File: src/rtl/zx_int_controller.sv
// Frame interrupt generator for the Z80 core: drives INT low per frame
// and supplies the IM2/IM1 vector byte during interrupt acknowledge.
module zx_int_controller #(
  parameter int unsigned INT_LEN = 32,
  parameter logic [7:0]  VECTOR  = 8'hFF
) (
  input  logic       clk,
  input  logic       rst,
  input  logic       clk_enable,
  input  logic       enable,
  input  logic       frame_start,
  input  logic       m1_n,
  input  logic       iorq_n,
  output logic       int_n,
  output logic       vector_oe,
  output logic [7:0] vector,
  output logic       irq_acked,
  output logic       irq_missed,
  output logic [7:0] ack_count
);

  typedef enum logic [1:0] {
    IDLE,
    ACTIVE,
    ACKED
  } state_t;

  localparam logic [7:0] LEN = 8'(INT_LEN);

  state_t     state;
  logic [7:0] cnt;
  logic       intack;
  logic       expire;

  assign intack = !m1_n && !iorq_n;
  assign expire = clk_enable && (cnt == 8'd1);
  assign vector = VECTOR;

  // Vector must reach the data-in mux in the same clk the CPU reads it.
  assign vector_oe = intack &&
    ((state == ACTIVE) || (state == ACKED));

  always_ff @(posedge clk) begin
    if (rst) begin
      state      <= IDLE;
      cnt        <= 8'd0;
      int_n      <= 1'b1;
      irq_acked  <= 1'b0;
      irq_missed <= 1'b0;
      ack_count  <= 8'd0;
    end else begin
      irq_acked  <= 1'b0;
      irq_missed <= 1'b0;
      if (!enable) begin
        state <= IDLE;
        int_n <= 1'b1;
      end else begin
        unique case (state)
          IDLE: begin
            if (frame_start) begin
              state <= ACTIVE;
              cnt   <= LEN;
              int_n <= 1'b0;
            end
          end
          ACTIVE: begin
            if (intack) begin
              state     <= ACKED;
              int_n     <= 1'b1;
              irq_acked <= 1'b1;
              ack_count <= ack_count + 8'd1;
            end else if (expire) begin
              state      <= IDLE;
              int_n      <= 1'b1;
              irq_missed <= 1'b1;
            end else if (frame_start) begin
              cnt <= LEN;
            end else if (clk_enable) begin
              cnt <= cnt - 8'd1;
            end
          end
          ACKED: begin
            if (!intack) state <= IDLE;
          end
          default: begin
            state <= IDLE;
            int_n <= 1'b1;
          end
        endcase
      end
    end
  end

endmodule
File: config.mk
export PLATFORM = sky130hd
export DESIGN_NAME = zx_int_controller
export DESIGN_NICKNAME = d
export VERILOG_FILES = /design/src/rtl/zx_int_controller.sv
export SDC_FILE = /design/constraint.sdc
export NUM_CORES = 1
export LEC_CHECK = 0
export CAP_MARGIN = 20
export CELL_PAD_IN_SITES_DETAIL_PLACEMENT = 0
export CELL_PAD_IN_SITES_GLOBAL_PLACEMENT = 1
export CORE_ASPECT_RATIO = 1.5
export CORE_UTILIZATION = 39
export DETAILED_ROUTE_END_ITERATION = 8
export GPL_TIMING_DRIVEN = 0
export PLACE_DENSITY_LB_ADDON = 0.1
export SYNTH_ARGS = -nofsm -noshare
export SYNTH_HDL_FRONTEND = slang
export SYNTH_SLANG_ARGS = --single-unit
File: constraint.sdc
create_clock -name clk -period 3.19 [get_ports clk]
set_input_delay 0.319 -clock clk [delete_from_list [all_inputs] [get_ports clk]]
set_output_delay 0.319 -clock clk [all_outputs]
set_load 0.01 [all_outputs]
==> metrics.log <==
[metrics] synthesis-to-layout area growth: 23.9%
[metrics] clock tree from TritonCTS: built
[metrics] met3 routed wirelength: 111 um
[metrics] library cells used by synthesis: 43
[metrics] parity-gate share of the synthesized area counting xor and xnor cells: 5.05%
[metrics] critical-path cell list: clkdlybuf4s50_1 > nor2_1 > and2_1 > clkdlybuf4s50_1
[metrics] Syn Std Cell Area: 0.00121 sq mm
[metrics] flop-to-flop setup slack: 1.31 ns
[metrics] post-CTS setup buffer count: 0
[metrics] post-route clock period utilization: 67.3%
[metrics] main combinational cell family by area after synthesis: simple AND/OR/NAND/NOR gates
[metrics] setup TNS after final layout: 0 ns
[metrics] Power Dens Cells: 338 mW/mm^2
[metrics] CP Max Fanout: 7
[metrics] sequential-to-total area share from yosys stat: 34.6%
[metrics] launch point of the worst hold path: rst
[metrics] maximum number of pins on one net before global-route repair: 12
[metrics] Reg power frac: 52.8%
[metrics] crit-path most repeated cell: sky130_fd_sc_hd__clkdlybuf4s50_1
[metrics] total leakage power: 0.568 nW
[metrics] overall die height: 70.3 um
[metrics] post-detailed-route wirelength per cell: 12.9 um
[metrics] Mean Syn Cell Area: 8.61 sq um
[metrics] class of the most critical setup path: primary input to primary output
[metrics] Resize count post-CTS: 0
[metrics] Hold EP: cnt[5]
[metrics] max-cap violation count: 0
[metrics] most repeated cell in the gate-level netlist after synthesis: sky130_fd_sc_hd__dfxtp_1
[metrics] Sw Share: 24.5%
[metrics] CTS buffer count: 3
[metrics] number of top-level design ports: 27
[metrics] setup repair after global routing missed its margin: false
[metrics] data required time of the critical path: 2.87 ns
[metrics] antenna violations before repair: 0
[metrics] clock edge transition at the registers on the reported setup and hold paths: 0.08 ns
[metrics] total congestion overflow after global routing: 0
[metrics] hold_buf cts: 0
[metrics] Inserted Diodes: 0
[metrics] fraction of synthesized cell area taken by the top area cell type: 34.6%
[metrics] total count of max-transition violations in the final report: 0
[metrics] CP Launch Type: primary input
[metrics] worst endpoint data arrival time: 1.83 ns
[metrics] area of the die: 0.00334 sq mm
[metrics] Routed Wire Length: 2690 um
[metrics] count of flip-flops with a built-in enable after synthesis: 0
[metrics] H-tree depth reported by CTS: 1
[metrics] highest clock frequency the design can meet: 466 MHz
[metrics] Vias/cell: 5.19
[metrics] nets: 184
[metrics] yosys warns: 0
[metrics] Synth Flop Type: sky130_fd_sc_hd__dfxtp_1
[metrics] number of global-route vias before repair: 982
[metrics] initial standard-cell utilization of the core: 41.2%
[metrics] result of the run: finished clean
[metrics] instance count along the most critical hold path: 3
[metrics] clock latency on the worst-skew pair: 0.26 ns
[metrics] CTS sink count: 21
[metrics] wire length of the first global-routing pass: 4420 um
[metrics] # port buffers: 17
[metrics] hold violation count in the final report: 0
[metrics] maximum ir drop on the vdd rail: 0.315 mV
[metrics] final setup fails: 0
[metrics] number of buffers on the longest clock path: 2
[metrics] M1 WL: 1120 um
[metrics] Adder-Cell Fraction of Synth Area: 7.22%
[metrics] Crit. End Element: primary output
[metrics] worst reg-to-reg path cell count: 6
[metrics] share of total power in combinational logic: 12.5%
[metrics] TritonRoute pass-1 iters: 4
[metrics] Crit Reg-Reg Endpoint: cnt[1]
[metrics] slack of the critical path: 1.04 ns
[metrics] Routed met2 length: 1390 um
[metrics] DR top layer: met4
[metrics] residual DRC count: 0
[metrics] number of cells produced by synthesis: 141
[metrics] max incr delay on CP: 0.52 ns
[metrics] Routed Antenna Nets: 0
[metrics] internal power: 0.384 mW
[metrics] final critical-path required period: 2.15 ns
[metrics] final estimated routing congestion in global placement: 0.816
[metrics] proportion of layout cells with a drive suffix above 1: 10.1%
[metrics] cell taking the most area after synthesis: sky130_fd_sc_hd__dfxtp_1
[metrics] top cells by area, synth: sky130_fd_sc_hd__dfxtp_1, sky130_fd_sc_hd__ha_1, sky130_fd_sc_hd__buf_4, sky130_fd_sc_hd__nor2_1, sky130_fd_sc_hd__xor2_1
[metrics] multiplexer share of the synthesized area: 2.89%
[metrics] net load switching power: 0.125 mW
[metrics] Global Route Usage Sum: 18.0%
[metrics] most used standard cells in the synthesized netlist: sky130_fd_sc_hd__dfxtp_1, sky130_fd_sc_hd__nor2_1, sky130_fd_sc_hd__buf_4
[metrics] minimum setup slack after placement: 1.03 ns
[metrics] flops & latches, synth: 21
[metrics] Final HPWL DP: 2030 um
[metrics] Row Count: 24
[metrics] worst slack on hold paths: 0.445 ns
[metrics] via count: 1080
[metrics] Root Buffer Master: sky130_fd_sc_hd__clkbuf_8
[metrics] post-layout util: 51.1%
[metrics] 1st-iter DRT viols: 28
[metrics] post-synthesis compound-gate area fraction: 14.6%
[metrics] simple logic cell fraction of the synthesized area: 26.6%
[metrics] Die X-Extent: 47.6 um
[metrics] Async SR Flop Fraction: 0%
[metrics] kind of path behind the tightest hold check: primary input to flop
[metrics] Clock power frac: 34.7%
[metrics] setup skew after layout: 0.00275 ns
[metrics] Worst path slowest cell: sky130_fd_sc_hd__clkdlybuf4s50_1
[metrics] Worst R2R Start: state[0]
[metrics] placeable core region: 0.00294 sq mm
==> worst max-delay path: cells and delay by family <==
| kind | cells | cell delay, ns |
|---|---|---|
| buf+inv | 2 | 0.96 |
| simple gates | 2 | 0.54 |
==> how the worst max path moves through the flow <==
| stage | cells past startpoint | startpoint | end |
|---|---|---|---|
| after floorplan | 6 | state[0] | cnt[1] |
| after global placement | 4 | iorq_n | vector_oe |
| after detailed placement | 4 | iorq_n | vector_oe |
| after CTS | 4 | iorq_n | vector_oe |
| after global routing | 4 | m1_n | vector_oe |
| final | 4 | iorq_n | vector_oe |
==> logic make-up (layout without fill, tap and decap cells) <==
logic type | count (synthesis) | count (layout)
AOI/OAI and AO/OA | 26 | 26
adders and majority gates | 7 | 7
other | 1 | 8
xor gates and xnor gates | 7 | 7
DFF | 21 | 21
buffers and inverters | 19 | 40
muxes | 3 | 3
and+or+nand+nor | 57 | 57
==> through the flow <==
stage	total power, mW	cells	instance area [sq um]
finish	0.509	208	1500
global route	0.532	208	1500
CTS	0.513	208	1500
detailed placement	0.338	204	1460
global placement	0.338	204	1460
floorplan	0.318	148	1240
==> power groups by stage <==
stage	sequential, mW	clock (mW)	combinational [mW]
floorplan	0.275	0	0.0438
global placement	0.275	0	0.0633
detailed placement	0.275	0	0.0632
CTS	0.269	0.181	0.0636
global route	0.269	0.191	0.0711
finish	0.269	0.177	0.0636
==> registers in the layout, indices dropped and copies added (netlist names) <==
signal      cells
state           2
irq_acked       1
ack_count       8
cnt             8
irq_missed      1
int_n           1
==> area by class of cell <==
| type | count | area, sq um |
|---|---|---|
| fill | 329 | 1440 |
| buffer | 12 | 78.8 |
| sequential | 21 | 420 |
| clock buffer | 4 | 45.0 |
| timing repair buffer | 17 | 170 |
| inverter | 7 | 26.3 |
| tap | 39 | 48.8 |
| multi-input combinational | 108 | 714 |
==> per-layer routing <==
layer | vias to the layer above | GRT usage [%]
li1 | 542 | -
met1 | 507 | 20.6
met2 | 25 | 30.6
met3 | 6 | 2.58
met4 | 0 | 8.33
met5 | - | 0
==> cells in the final DEF (no fill, tap or decap), types with 3 or more instances in the layout <==
master | netlist | layout
sky130_fd_sc_hd__dfxtp_1 | 21 | 21
sky130_fd_sc_hd__clkdlybuf4s50_1 | 0 | 17
sky130_fd_sc_hd__nor2_1 | 14 | 14
sky130_fd_sc_hd__buf_4 | 8 | 8
sky130_fd_sc_hd__conb_1 | 1 | 8
sky130_fd_sc_hd__inv_1 | 7 | 7
sky130_fd_sc_hd__a21oi_1 | 7 | 7
sky130_fd_sc_hd__nand4_1 | 7 | 7
sky130_fd_sc_hd__nand2_1 | 7 | 7
sky130_fd_sc_hd__ha_1 | 7 | 7
sky130_fd_sc_hd__nand2b_1 | 6 | 6
sky130_fd_sc_hd__xor2_1 | 6 | 6
sky130_fd_sc_hd__nor2b_1 | 4 | 4
sky130_fd_sc_hd__nor3_1 | 4 | 4
sky130_fd_sc_hd__o21ai_0 | 4 | 4
sky130_fd_sc_hd__nand3_1 | 3 | 3
sky130_fd_sc_hd__clkbuf_8 | 0 | 3
(Power assumes the default switching activity.)
